**src/rtl/rv_ctrl_pkg.sv**
```systemverilog
// Shared encodings for the RV64 multi-cycle controller: opcodes, FSM state
// codes, ALU operand/operation selects, error codes and the decode bundle.
package rv_ctrl_pkg;

    // Major opcodes handled by the controller (IR[6:0])
    localparam logic [6:0] OPC_LOAD   = 7'b0000011;
    localparam logic [6:0] OPC_STORE  = 7'b0100011;
    localparam logic [6:0] OPC_BRANCH = 7'b1100011;
    localparam logic [6:0] OPC_OP     = 7'b0110011;
    localparam logic [6:0] OPC_OPIMM  = 7'b0010011;

    // FSM state encoding
    localparam logic [2:0] ST_FETCH  = 3'd0;
    localparam logic [2:0] ST_DECODE = 3'd1;
    localparam logic [2:0] ST_EXEC   = 3'd2;
    localparam logic [2:0] ST_MEM    = 3'd3;
    localparam logic [2:0] ST_WB     = 3'd4;
    localparam logic [2:0] ST_HALT   = 3'd5;

    // ALU operand B select
    localparam logic [1:0] SRCB_RS2  = 2'b00;
    localparam logic [1:0] SRCB_FOUR = 2'b01;
    localparam logic [1:0] SRCB_IMM  = 2'b10;

    // ALU operation select
    localparam logic [1:0] ALUOP_ADD   = 2'b00;
    localparam logic [1:0] ALUOP_SUB   = 2'b01;
    localparam logic [1:0] ALUOP_FUNCT = 2'b10;

    // Error codes reported on err_o
    localparam logic [1:0] ERR_NONE    = 2'b00;
    localparam logic [1:0] ERR_ILLEGAL = 2'b01;
    localparam logic [1:0] ERR_TIMEOUT = 2'b10;

    // Branch funct3 values that can be taken
    localparam logic [2:0] F3_BEQ = 3'b000;
    localparam logic [2:0] F3_BNE = 3'b001;

    // Instruction class flags produced by the opcode decoder
    typedef struct packed {
        logic is_load;
        logic is_store;
        logic is_branch;
        logic is_op;
        logic is_opimm;
        logic illegal;
    } dec_t;

endpackage

```
**src/rtl/rv_ctrl_dec.sv**
```systemverilog
// Opcode classifier for the multi-cycle controller. Pure combinational:
// exactly one flag of the returned bundle is set for every opcode.
import rv_ctrl_pkg::*;

module rv_ctrl_dec (
    input  logic [6:0] opcode_i,
    output dec_t       dec_o
);

    // Map the major opcode onto one instruction class; anything else is illegal
    always_comb begin
        dec_o = '0;
        case (opcode_i)
            OPC_LOAD:   dec_o.is_load   = 1'b1;
            OPC_STORE:  dec_o.is_store  = 1'b1;
            OPC_BRANCH: dec_o.is_branch = 1'b1;
            OPC_OP:     dec_o.is_op     = 1'b1;
            OPC_OPIMM:  dec_o.is_opimm  = 1'b1;
            default:    dec_o.illegal   = 1'b1;
        endcase
    end

endmodule

```
**src/rtl/rv_mc_ctrl.sv**
```systemverilog
// Multi-cycle main controller for the RV64 core: sequences FETCH, DECODE,
// EXEC, MEM and WB over the shared datapath, owns the memory handshake and
// halts on illegal opcodes or a memory request left unacknowledged too long.
// Optional build macro RV_CTRL_INSTRET_EN adds the retired-instruction
// counter; without it instret_o is tied to zero.
import rv_ctrl_pkg::*;

module rv_mc_ctrl #(
    parameter int XLEN     = 64,
    parameter int MAX_WAIT = 15
) (
    input  logic            clk_i,
    input  logic            rst_i,
    input  logic [6:0]      opcode_i,
    input  logic [2:0]      funct3_i,
    input  logic            zero_i,
    input  logic            mem_ack_i,
    output logic            mem_req_o,
    output logic            mem_we_o,
    output logic            addr_sel_o,
    output logic            ir_we_o,
    output logic            mdr_we_o,
    output logic            pc_we_o,
    output logic            pc_src_o,
    output logic            alu_src_a_o,
    output logic [1:0]      alu_src_b_o,
    output logic [1:0]      alu_op_o,
    output logic            aout_we_o,
    output logic            reg_we_o,
    output logic            wb_sel_o,
    output logic            halt_o,
    output logic [1:0]      err_o,
    output logic [XLEN-1:0] instret_o
);

    // Number of consecutive unacknowledged request cycles that triggers the bus-error halt
    localparam logic [7:0] WAIT_LIMIT = 8'(MAX_WAIT);

    logic [2:0] state_q, state_d;
    logic [7:0] wait_cnt_q, wait_cnt_d;
    logic [1:0] err_q, err_d;
    logic [7:0] wait_inc;
    logic       br_taken;
    logic       retire;
    dec_t       dec;

    rv_ctrl_dec u_dec (
        .opcode_i (opcode_i),
        .dec_o    (dec)
    );

    assign wait_inc = wait_cnt_q + 8'd1;
    assign br_taken = ((funct3_i == F3_BEQ) &&  zero_i) ||
                      ((funct3_i == F3_BNE) && !zero_i);

    // Next state, bus-wait counter, error capture and retire pulse
    always_comb begin
        state_d    = state_q;
        err_d      = err_q;
        wait_cnt_d = '0;
        retire     = 1'b0;
        case (state_q)
            ST_FETCH: begin
                if (mem_ack_i) begin
                    state_d = ST_DECODE;
                end else if (wait_inc == WAIT_LIMIT) begin
                    state_d = ST_HALT;
                    err_d   = ERR_TIMEOUT;
                end else begin
                    wait_cnt_d = wait_inc;
                end
            end
            ST_DECODE: begin
                if (dec.illegal) begin
                    state_d = ST_HALT;
                    err_d   = ERR_ILLEGAL;
                end else begin
                    state_d = ST_EXEC;
                end
            end
            ST_EXEC: begin
                if (dec.is_load || dec.is_store) begin
                    state_d = ST_MEM;
                end else if (dec.is_branch) begin
                    state_d = ST_FETCH;
                    retire  = 1'b1;
                end else if (dec.is_op || dec.is_opimm) begin
                    state_d = ST_WB;
                end else begin
                    // IR changed under us; treat like an illegal decode
                    state_d = ST_HALT;
                    err_d   = ERR_ILLEGAL;
                end
            end
            ST_MEM: begin
                if (mem_ack_i) begin
                    if (dec.is_store) begin
                        state_d = ST_FETCH;
                        retire  = 1'b1;
                    end else begin
                        state_d = ST_WB;
                    end
                end else if (wait_inc == WAIT_LIMIT) begin
                    state_d = ST_HALT;
                    err_d   = ERR_TIMEOUT;
                end else begin
                    wait_cnt_d = wait_inc;
                end
            end
            ST_WB: begin
                state_d = ST_FETCH;
                retire  = 1'b1;
            end
            ST_HALT: state_d = ST_HALT;
            default: state_d = ST_HALT;
        endcase
    end

    // Control state registers with synchronous reset
    always_ff @(posedge clk_i) begin
        if (rst_i) begin
            state_q    <= ST_FETCH;
            wait_cnt_q <= '0;
            err_q      <= ERR_NONE;
        end else begin
            state_q    <= state_d;
            wait_cnt_q <= wait_cnt_d;
            err_q      <= err_d;
        end
    end

    // Datapath control outputs: Moore from state, plus ack-qualified and branch-qualified strobes
    always_comb begin
        mem_req_o   = 1'b0;
        mem_we_o    = 1'b0;
        addr_sel_o  = 1'b0;
        ir_we_o     = 1'b0;
        mdr_we_o    = 1'b0;
        pc_we_o     = 1'b0;
        pc_src_o    = 1'b0;
        alu_src_a_o = 1'b0;
        alu_src_b_o = SRCB_RS2;
        alu_op_o    = ALUOP_ADD;
        aout_we_o   = 1'b0;
        reg_we_o    = 1'b0;
        wb_sel_o    = 1'b0;
        case (state_q)
            ST_FETCH: begin
                mem_req_o   = 1'b1;
                alu_src_b_o = SRCB_FOUR;
                ir_we_o     = mem_ack_i;
                pc_we_o     = mem_ack_i;
            end
            ST_DECODE: begin
                alu_src_b_o = SRCB_IMM;
                aout_we_o   = 1'b1;
            end
            ST_EXEC: begin
                alu_src_a_o = 1'b1;
                if (dec.is_branch) begin
                    alu_op_o = ALUOP_SUB;
                    pc_we_o  = br_taken;
                    pc_src_o = br_taken;
                end else if (dec.is_op) begin
                    alu_op_o  = ALUOP_FUNCT;
                    aout_we_o = 1'b1;
                end else if (dec.is_opimm) begin
                    alu_src_b_o = SRCB_IMM;
                    alu_op_o    = ALUOP_FUNCT;
                    aout_we_o   = 1'b1;
                end else if (dec.is_load || dec.is_store) begin
                    alu_src_b_o = SRCB_IMM;
                    aout_we_o   = 1'b1;
                end
            end
            ST_MEM: begin
                mem_req_o  = 1'b1;
                addr_sel_o = 1'b1;
                mem_we_o   = dec.is_store;
                mdr_we_o   = dec.is_load && mem_ack_i;
            end
            ST_WB: begin
                reg_we_o = 1'b1;
                wb_sel_o = dec.is_load;
            end
            default: ;
        endcase
    end

    assign halt_o = (state_q == ST_HALT);
    assign err_o  = err_q;

`ifdef RV_CTRL_INSTRET_EN
    logic [XLEN-1:0] instret_q;

    // Retired-instruction counter, wraps naturally at 2^XLEN
    always_ff @(posedge clk_i) begin
        if (rst_i) begin
            instret_q <= '0;
        end else if (retire) begin
            instret_q <= instret_q + 1'b1;
        end
    end

    assign instret_o = instret_q;
`else
    logic unused_retire;
    assign unused_retire = retire;
    assign instret_o     = '0;
`endif

endmodule

```
**config.mk**
```make
export PLATFORM = sky130hd
export DESIGN_NAME = rv_mc_ctrl
export DESIGN_NICKNAME = d
export VERILOG_FILES = /design/src/rtl/rv_ctrl_pkg.sv /design/src/rtl/rv_ctrl_dec.sv /design/src/rtl/rv_mc_ctrl.sv
export SDC_FILE = /design/constraint.sdc
export NUM_CORES = 1
export LEC_CHECK = 0
export BUFFER_PORTS_ARGS = -buffer_cell sky130_fd_sc_hd__buf_2
export CAP_MARGIN = 20
export CORE_ASPECT_RATIO = 0.5
export CORE_MARGIN = 2
export CORE_UTILIZATION = 40
export CTS_CLUSTER_DIAMETER = 50
export DETAILED_ROUTE_END_ITERATION = 10
export PLACE_DENSITY = 0.77
export REMOVE_ABC_BUFFERS = 1
export SLEW_MARGIN = 20
export SYNTH_ARGS = -nofsm -noshare
export SYNTH_HDL_FRONTEND = slang
export SYNTH_SLANG_ARGS = --single-unit
```
**constraint.sdc**
```tcl
create_clock -name clk_i -period 2.4 [get_ports clk_i]
set_input_delay 0.48 -clock clk_i [delete_from_list [all_inputs] [get_ports clk_i]]
set_output_delay 0.48 -clock clk_i [all_outputs]
set_load 0.005 [all_outputs]
```
==> results.json, run 1 <==
{
  "outcome": "finished clean",
  "post_cts_buffers": 0,
  "netlist_instances": 178,
  "async_flop_share_pct": 0,
  "post-place-ws_ns": 0.334,
  "cpPeakStageDelay_ns": 0.46,
  "placed_area_um2": 1370,
  "ir_drop_uv": 235,
  "syn_area_per_cell_um2": 8.02,
  "hpwl_mm": 2.13,
  "multi_input_area_um2": 863,
  "vias": 1122,
  "dr.pass1.iters": 4,
  "gp_congestion": 0.923,
  "cp_top_family": "simple AND/OR/NAND/NOR gates",
  "drt_iter0_markers": 46,
  "drv_cap": 0,
  "arrival_ns": 1.71,
  "track_usage_pct": 12.6,
  "rrSetupSlack_ns": 0.78,
  "drt-wirelength-per-cell_um": 10.0,
  "finalWirelength_mm": 2.59,
  "power_mw": 0.848,
  "drc": 0,
  "synthSimpleGateAreaFrac_pct": 23.0,
  "grt_pass1_vias": 907,
  "p_leak_nw": 0.746,
  "synthXorXnorAreaFrac_pct": 6.66,
  "period_share_pct": 91.4,
  "grt_max_degree": 14,
  "row_count": 15,
  "ys_ff_latch": 13,
  "fin_nets": 224,
  "synth_compound_area_share_pct": 11.5,
  "path_cells": "nor3b_4 -> and3_1 -> nor4b_4 -> or2_1 -> buf_2",
  "fin_cells": 258,
  "clk_latency_ns": 0.24,
  "power_density_nw_per_um2": 600,
  "synth.area.mux_share_pct": 0,
  "die_w_um": 88.5,
  "relSlewSlack_pct": 66.1,
  "syn_area_um2": 1430,
  "dieArea_um2": 4090,
  "skew_ns": 0.00181,
  "antenna_cells": 0,
  "clock_tree.root_cell": "clkbuf_8",
  "drive_gt1_share_pct": 20.3,
  "cpMaxStageDelayCell": "dfxtp_1",
  "initial_core_util_pct": 41.6,
  "fill_cells": 360,
  "worst_pin_slew_ns": 0.508,
  "viasPerCell": 4.35,
  "setup_viol": 0,
  "synthFlopType": "dfxtp_1",
  "finalCriticalPeriod_ns": 2.19,
  "antenna_found_initial": 0,
  "synthToLayoutAreaGrowth_pct": -0.964,
  "drv_slew": 0,
  "synthAdderAreaFrac_pct": 2.54,
  "setup_slack_ns": 0.207,
  "crit_type": "flip-flop to primary output",
  "postRouteAntennaNets": 0,
  "fin_tns_setup_ns": 0,
  "dp_cells": 254,
  "clk_pin_slew_ns": 0.05,
  "cts_buffers": 3,
  "path_max_fanout": 11,
  "die_h_um": 46.2,
  "grt_overflow": 0,
  "clk_path_buf_depth": 2,
  "regArea_um2": 260,
  "cts.sinks": 13,
  "port_buffers": 31,
  "cts.htree.levels": 1,
  "max_freq_ghz": 0.456,
  "postLayoutCellArea_um2": 1410,
  "synth_edf_count": 0,
  "ys_warn_count": 0,
  "grt_pass1_wl_mm": 3.88,
  "required_ns": 1.92,
  "critPathLaunchType": "flip-flop",
  "finalHoldViolCount": 0,
  "cts_hold_buf": 0,
  "synth_cell_types": 43,
  "yosysSeqAreaShare_pct": 18.2,
  "hold_class": "flip-flop to flip-flop",
  "endpoint_kind": "primary output",
  "ios": 96,
  "synth_top_family_by_area": "buffers and inverters",
  "grt_setup_unrepaired": "false",
  "cts_resized": 0,
  "coreArea_um2": 3430,
  "cts_tree": "built",
  "cp_num_buf_inv": 1
}
sequential cells by signal (all words and copies together) (netlist names):
signal and flops:
wait_cnt_q 8, err_o 2, state_q 3
through the flow:
step,hold slack [ns],utilization (%)
CTS,0.461,41.2
finish,0.458,41.2
global placement,0.437,39.9
detailed placement,0.452,39.9
floorplan,0.426,-
global route,0.487,41.2
cells in the final DEF (no fill, tap or decap), types with 2 or more instances in the layout:
master and count:
a21o_1 4, a21oi_1 6, and3_1 6, buf_2 31
clkbuf_8 3, conb_1 64, dfxtp_1 13, ha_1 2
inv_1 5, nand2_1 3, nand2b_1 3, nand3_1 6
nor2_1 17, nor2b_1 2, nor4_1 2, nor4b_1 2
o211ai_1 3, o21ai_0 2, or2_1 2, xnor2_1 2
xor2_1 7
layout make-up:
cell class                      instances  share of cell area (%)
Clock buffer                            4                    3.19
Inverter                                5                    1.33
Multi-Input combinational cell        153                    61.1
Sequential cell                        13                    18.4
Tap cell                               51                    4.51
Timing Repair Buffer                   32                    11.5
layer usage:
metal  up-vias  GRT usage [%]  wire (µm)
met3         4           2.87        227
met2        69           23.5       1230
met5         -              0          0
li1        537              -          -
met4         0           6.97         62
met1       512           13.7       1070
synthesized netlist by cell type (3+ instances only):
cell type  count  area share [%]
nand2_1        3            0.79
inv_1          5             1.3
buf_4         64              34
xor2_1         7             4.3
nand3_1        6             2.1
nor2_1        17             4.5
a21o_1         4             2.1
buf_2          3             1.1
dfxtp_1       13              18
and3_1         6             2.6
nand2b_1       3             1.3
o211ai_1       3             1.6
a21oi_1        6             2.1
worst register-to-register path: cells and delay by family, from the launching register on:
kind | cells | cell delay, ns
flip-flops | 1 | 0.62
adder cells (fa/ha/maj) | 1 | 0.30
AO/OA/AOI/OAI | 2 | 0.30
AND/OR/NAND/NOR | 1 | 0.28
report_power, final:
part	internal, mW	switching, mW
clock	0.117	0.0738
sequential	0.243	0.0676
combinational	0.156	0.192
total	0.515	0.333
cells by family (layout without fill, tap and decap cells):
| logic type | count (synthesis) | in the layout |
|---|---|---|
| compound gates | 24 | 24 |
| xor+xnor | 10 | 10 |
| fa+ha+maj | 3 | 3 |
| buf+inv | 75 | 41 |
| flops | 13 | 13 |
| other cells | 1 | 64 |
| simple gates | 52 | 52 |
worst paths after layout:
check	start	to	cells after the start
hold / removal	wait_cnt_q[0]$_SDFF_PP0_	wait_cnt_q[0]$_SDFF_PP0_	1
setup reg to reg	state_q[2]$_SDFF_PP0_	state_q[2]$_SDFF_PP0_	4
hold reg to reg	wait_cnt_q[0]$_SDFF_PP0_	wait_cnt_q[0]$_SDFF_PP0_	1
setup / recovery	state_q[0]$_SDFF_PP0_	pc_we_o	5
Power figures use the tool's default switching activity.
==> run 2, diff against run 1 <==
--- a/config.mk
+++ b/config.mk
@@ -13,6 +13,7 @@
 export CTS_CLUSTER_DIAMETER = 50
 export DETAILED_ROUTE_END_ITERATION = 10
 export PLACE_DENSITY = 0.77
+export RECOVER_POWER = 100
 export REMOVE_ABC_BUFFERS = 1
 export SLEW_MARGIN = 20
 export SYNTH_ARGS = -nofsm -noshare
==> results.json, run 2 (same netlist as run 1, synthesis figures left out) <==
{
  "placed_area_um2": 1370,
  "r2r-start": "state_q[2]$_SDFF_PP0_",
  "setup_viol": 0,
  "fin_tns_setup_ns": 0,
  "ios": 96,
  "final_cell_mix": "conb_1 (64), buf_2 (21), nor2_1 (17), dfxtp_1 (13), clkbuf_1 (8)",
  "p_leak_nw": 0.706,
  "dieArea_um2": 4090,
  "post_cts_buffers": 0,
  "fill_cells": 367,
  "clk_latency_ns": 0.24,
  "grt_pass1_vias": 907,
  "grt_max_degree": 14,
  "gp_congestion": 0.923,
  "die_w_um": 88.5,
  "critPathLaunchType": "flip-flop",
  "grt_setup_unrepaired": "false",
  "cts_tree": "built",
  "ir_drop_uv": 235,
  "finalWirelength_mm": 2.58,
  "outcome": "finished clean",
  "finalCriticalPeriod_ns": 2.17,
  "crit_type": "flip-flop to primary output",
  "cts.sinks": 13,
  "clk_path_buf_depth": 2,
  "postRouteAntennaNets": 0,
  "hold_class": "flip-flop to flip-flop",
  "power_density_nw_per_um2": 597,
  "max_freq_ghz": 0.460,
  "antenna_found_initial": 0,
  "hpwl_mm": 2.13,
  "regMostFlops": "wait_cnt_q",
  "postLayoutCellArea_um2": 1380,
  "layout.cells.most_common": "conb_1",
  "drt_iter0_markers": 82,
  "dr.pass1.iters": 4,
  "finalHoldViolCount": 0,
  "fin_util_pct": 40.3,
  "drt-wirelength-per-cell_um": 9.99,
  "drc": 0,
  "cts_buffers": 3,
  "endpoint_kind": "primary output",
  "die_h_um": 46.2,
  "fin_nets": 224,
  "clock_tree.root_cell": "clkbuf_8",
  "drive_gt1_share_pct": 15.9,
  "viasPerCell": 4.33,
  "r2r-end": "state_q[2]$_SDFF_PP0_",
  "row_count": 15,
  "path_max_fanout": 11,
  "track_usage_pct": 12.6,
  "arrival_ns": 1.69,
  "holdPathEnd": "wait_cnt_q[0]$_SDFF_PP0_",
  "coreArea_um2": 3430,
  "cts_resized": 0,
  "skew_ns": 0.00163,
  "rrSetupSlack_ns": 0.76,
  "antenna_cells": 0,
  "cts.htree.levels": 1,
  "drv_slew": 0,
  "grt_pass1_wl_mm": 3.88,
  "synthToLayoutAreaGrowth_pct": -3.15,
  "holdCritStartpoint": "wait_cnt_q[0]$_SDFF_PP0_",
  "hold_depth": 1,
  "required_ns": 1.92,
  "largest_reg_flops": 8,
  "clk_pin_slew_ns": 0.05,
  "grt_overflow": 0,
  "port_buffers": 31,
  "period_share_pct": 90.5,
  "drv_cap": 0,
  "cts_hold_buf": 0,
  "vias": 1118,
  "r2r_cells": 4,
  "initial_core_util_pct": 41.6
}
[run 2: cell type report]
type                    count  area, µm²  share of cell area [%]
inverters                   5       18.8                    1.36
flip-flops and latches     13        260                    18.8
multi-input cells         153        841                    60.8
repair buffers             32        154                    11.1
well taps                  51       63.8                    4.62
clock buffers               4       45.0                    3.26
[run 2: power breakdown]
group	leakage, nW	switching [mW]	internal [mW]
clock	0.0228	0.0736	0.117
sequential	0.106	0.0628	0.243
combinational	0.578	0.191	0.139
[run 2: per-layer routing]
metal  vias to the layer above  track usage (%)  routed length [µm]
met5                         -                0                   0
met4                         0             6.97                  62
met1                       514             13.7                1100
met2                        65             23.5                1220
li1                        535                -                   -
met3                         4             2.87                 193
[run 2: worst max-delay path by stage]
stage	start	endpoint	slack, ns	depth (start not counted)
after floorplan	state_q[1]$_SDFF_PP0_	pc_we_o	0.56	4
after global placement	opcode_i[2]	mdr_we_o	0.39	6
after detailed placement	opcode_i[2]	mdr_we_o	0.33	6
after CTS	state_q[0]$_SDFF_PP0_	pc_we_o	0.21	5
after global routing	state_q[2]$_SDFF_PP0_	pc_we_o	0.08	5
final	state_q[0]$_SDFF_PP0_	pc_we_o	0.23	5
[run 2: per-stage QoR]
step                      power [mW]  hold WS (ns)  cells  setup slack, ns
final                          0.826         0.458    258            0.228
after global routing           0.902         0.487    258           0.0800
after CTS                      0.851         0.461    258            0.207
after detailed placement       0.655         0.452    254            0.334
after global placement         0.650         0.437    254            0.395
after floorplan                0.526         0.426    171            0.559
[run 2: worst max-delay path, stage by stage (launching register included)]
cell and delay (ns):
dfxtp_1 0.44, nor3b_4 0.35, and3_1 0.21, nor4b_2 0.21, or2_1 0.13, buf_2 0.10
==> run 3, diff against run 2 <==
--- a/config.mk
+++ b/config.mk
@@ -12,10 +12,11 @@
 export CORE_UTILIZATION = 40
 export CTS_CLUSTER_DIAMETER = 50
 export DETAILED_ROUTE_END_ITERATION = 10
-export PLACE_DENSITY = 0.77
-export RECOVER_POWER = 100
+export PLACE_DENSITY = 0.74
+export RECOVER_POWER = 50
 export REMOVE_ABC_BUFFERS = 1
 export SLEW_MARGIN = 20
 export SYNTH_ARGS = -nofsm -noshare
 export SYNTH_HDL_FRONTEND = slang
+export SYNTH_HIERARCHICAL = 1
 export SYNTH_SLANG_ARGS = --single-unit
==> results.json, run 3 <==
{
  "outcome": "finished clean",
  "r2r_cells": 5,
  "antenna_found_initial": 0,
  "grt_pass1_vias": 983,
  "finalWirelength_mm": 3.12,
  "track_usage_pct": 11.9,
  "regMostFlops": "wait_cnt_q",
  "ir_drop_uv": 170,
  "drive_gt1_share_pct": 22.7,
  "cts.htree.levels": 1,
  "fin_nets": 246,
  "yosysTopAreaCell": "buf_4",
  "skew_ns": 0.00334,
  "largest_reg_flops": 8,
  "max_freq_ghz": 0.443,
  "layout.cells.most_common": "conb_1",
  "dr.pass1.iters": 4,
  "fin_tns_setup_ns": 0,
  "synthSimpleGateAreaFrac_pct": 26.3,
  "hpwl_mm": 2.39,
  "crit_type": "primary input to primary output",
  "path_max_fanout": 6,
  "clk_path_buf_depth": 2,
  "power.net_switching_mw": 0.174,
  "cts_buffers": 3,
  "die_w_um": 95.5,
  "ios": 96,
  "async_flop_share_pct": 0,
  "die_h_um": 49.8,
  "synth.area.mux_share_pct": 0,
  "syn_area_per_cell_um2": 8.34,
  "drt-wirelength-per-cell_um": 11.0,
  "drt_iter0_markers": 54,
  "clk_latency_ns": 0.24,
  "cts_tree": "built",
  "seq_power_share_pct": 42.0,
  "rrSetupSlack_ns": 0.30,
  "port_buffers": 31,
  "arrival_ns": 1.78,
  "final_cell_mix": "conb_1 (64), buf_2 (25), dfxtp_1 (13), nor2_1 (11), inv_1 (8)",
  "row_count": 16,
  "viasPerCell": 4.58,
  "grt_pass1_wl_mm": 4.55,
  "post_cts_buffers": 0,
  "r2r-end": "state_q[1]$_SDFF_PP0_",
  "period_share_pct": 94.0,
  "grt_max_degree": 15,
  "synthAdderAreaFrac_pct": 1.49,
  "path_cells": "buf_2 -> nand4bb_4 -> nor4b_4 -> nor2_1 -> a211oi_1 -> nor2_1 -> nor2_1 -> buf_2",
  "synthFlopType": "dfxtp_1",
  "pwr-share-comb_pct": 22.3,
  "cts.sinks": 13,
  "synthToLayoutAreaGrowth_pct": -2.17,
  "cpPeakStageDelay_ns": 0.30,
  "grt_overflow": 0,
  "synth_compound_area_share_pct": 19.6,
  "hold_depth": 2,
  "grt_setup_unrepaired": "false",
  "cpMaxStageDelayCell": "nand4bb_4",
  "synth_top_area_share_pct": 29.1,
  "ys_warn_count": 6,
  "hold_class": "flip-flop to flip-flop",
  "r2r-start": "wait_cnt_q[0]$_SDFF_PP0_",
  "synth_edf_count": 0,
  "placed_area_um2": 1610,
  "initial_core_util_pct": 42.3,
  "setup_viol": 0,
  "gp_congestion": 0.859,
  "p_int_mw": 0.385,
  "drv_cap": 0,
  "cpMostUsedCell": "nor2_1",
  "synth.most_common_cell": "buf_4",
  "post-place-ws_ns": 0.110,
  "postLayoutCellArea_um2": 1640,
  "setup_slack_ns": 0.144,
  "endpoint_kind": "primary output",
  "holdPathEnd": "wait_cnt_q[7]$_SDFF_PP0_",
  "clk_pin_slew_ns": 0.06,
  "p_leak_nw": 0.720,
  "finalHoldViolCount": 0,
  "required_ns": 1.92,
  "power_density_nw_per_um2": 341,
  "dieArea_um2": 4750,
  "synth_top_cells_by_area": "buf_4 (29%), dfxtp_1 (16%), a211oi_2 (6.0%)",
  "critPathLaunchType": "primary input",
  "drc": 0,
  "drv_slew": 0,
  "synthTopCellsByCount": "buf_4 (65), dfxtp_1 (13), nor2_1 (11)",
  "synthXorXnorAreaFrac_pct": 2.61,
  "antenna_cells": 0,
  "coreArea_um2": 3960,
  "swShare_pct": 31.1,
  "clock_tree.root_cell": "clkbuf_8",
  "synth_cell_types": 57,
  "holdCritStartpoint": "wait_cnt_q[7]$_SDFF_PP0_",
  "postRouteAntennaNets": 0,
  "syn_area_um2": 1680,
  "netlist_instances": 201,
  "vias": 1296,
  "ys_ff_latch": 13,
  "finalCriticalPeriod_ns": 2.26,
  "synth_top_family_by_area": "buffers and inverters",
  "yosysSeqAreaShare_pct": 15.5,
  "clkPwrFrac_pct": 35.7
}
## run 3: cell types whose count changed after synthesis, sizes merged, moves of 3 or more
cell,before,now
nand2b,3,6
and2,0,3
xor2,7,1
nor2,17,11
a211oi,1,11
o211ai,3,0
nor3,1,8
inv,5,8
or3,0,3
a21o,4,1
and3,6,3
## run 3: metal layers
layer	track usage [%]	up-vias	wire length, µm
li1	-	632	-
met1	16.0	603	1340
met2	19.3	61	1520
met3	4.13	0	255
met4	0.714	0	0
met5	0	-	0
## run 3: power groups by stage
stage	clock [mW]	sequential [mW]	combinational [mW]
floorplan	0	0.236	0.0814
global placement	0	0.239	0.121
detailed placement	0	0.239	0.123
CTS	0.199	0.235	0.123
global route	0.213	0.237	0.142
finish	0.199	0.235	0.125
## run 3: cell type report
| cell class | count | area (µm²) |
|---|---|---|
| clock buffer | 4 | 45.0 |
| fill | 408 | 2320 |
| inverter | 8 | 30.0 |
| multi-input combinational | 170 | 1070 |
| sequential | 13 | 260 |
| tap | 54 | 67.6 |
| timing repair buffer | 34 | 170 |
## run 3: worst max path at each step
stage	cells after the start	slack (ns)	to	startpoint
after floorplan	5	0.17	pc_we_o	opcode_i[2]
after global placement	7	0.17	pc_we_o	opcode_i[2]
after detailed placement	8	0.11	aout_we_o	opcode_i[2]
after CTS	8	0.10	aout_we_o	opcode_i[2]
after global routing	8	0.01	aout_we_o	opcode_i[2]
final	8	0.14	aout_we_o	opcode_i[2]
## run 3: critical path: cells and delay by family
kind,cells,cell delay (ns)
compound gates,1,0.24
buf+inv,2,0.22
simple gates,5,0.84
## run 3: cells by family after synthesis
kind of cell             count (synthesis)
AO/OA/AOI/OAI                           35
XOR/XNOR                                 5
adder cells (fa/ha/maj)                  2
buffers and inverters                   81
flip-flops                              13
other                                    1
AND/OR/NAND/NOR                         64
## run 3: repair_timing
item	CTS	global route
resized for setup	0	3
setup endpoints to repair	0	2
hold buffers	0	0
## run 3: per-stage QoR
stage | instances | util, % | hold slack [ns] | power, mW
6_report | 283 | 41.4 | 0.535 | 0.559
3_5_place_dp | 279 | 40.7 | 0.523 | 0.362
5_1_grt | 283 | 41.4 | 0.545 | 0.592
3_3_place_gp | 279 | 40.7 | 0.497 | 0.360
4_1_cts | 283 | 41.9 | 0.535 | 0.557
2_1_floorplan | 191 | - | 0.482 | 0.318
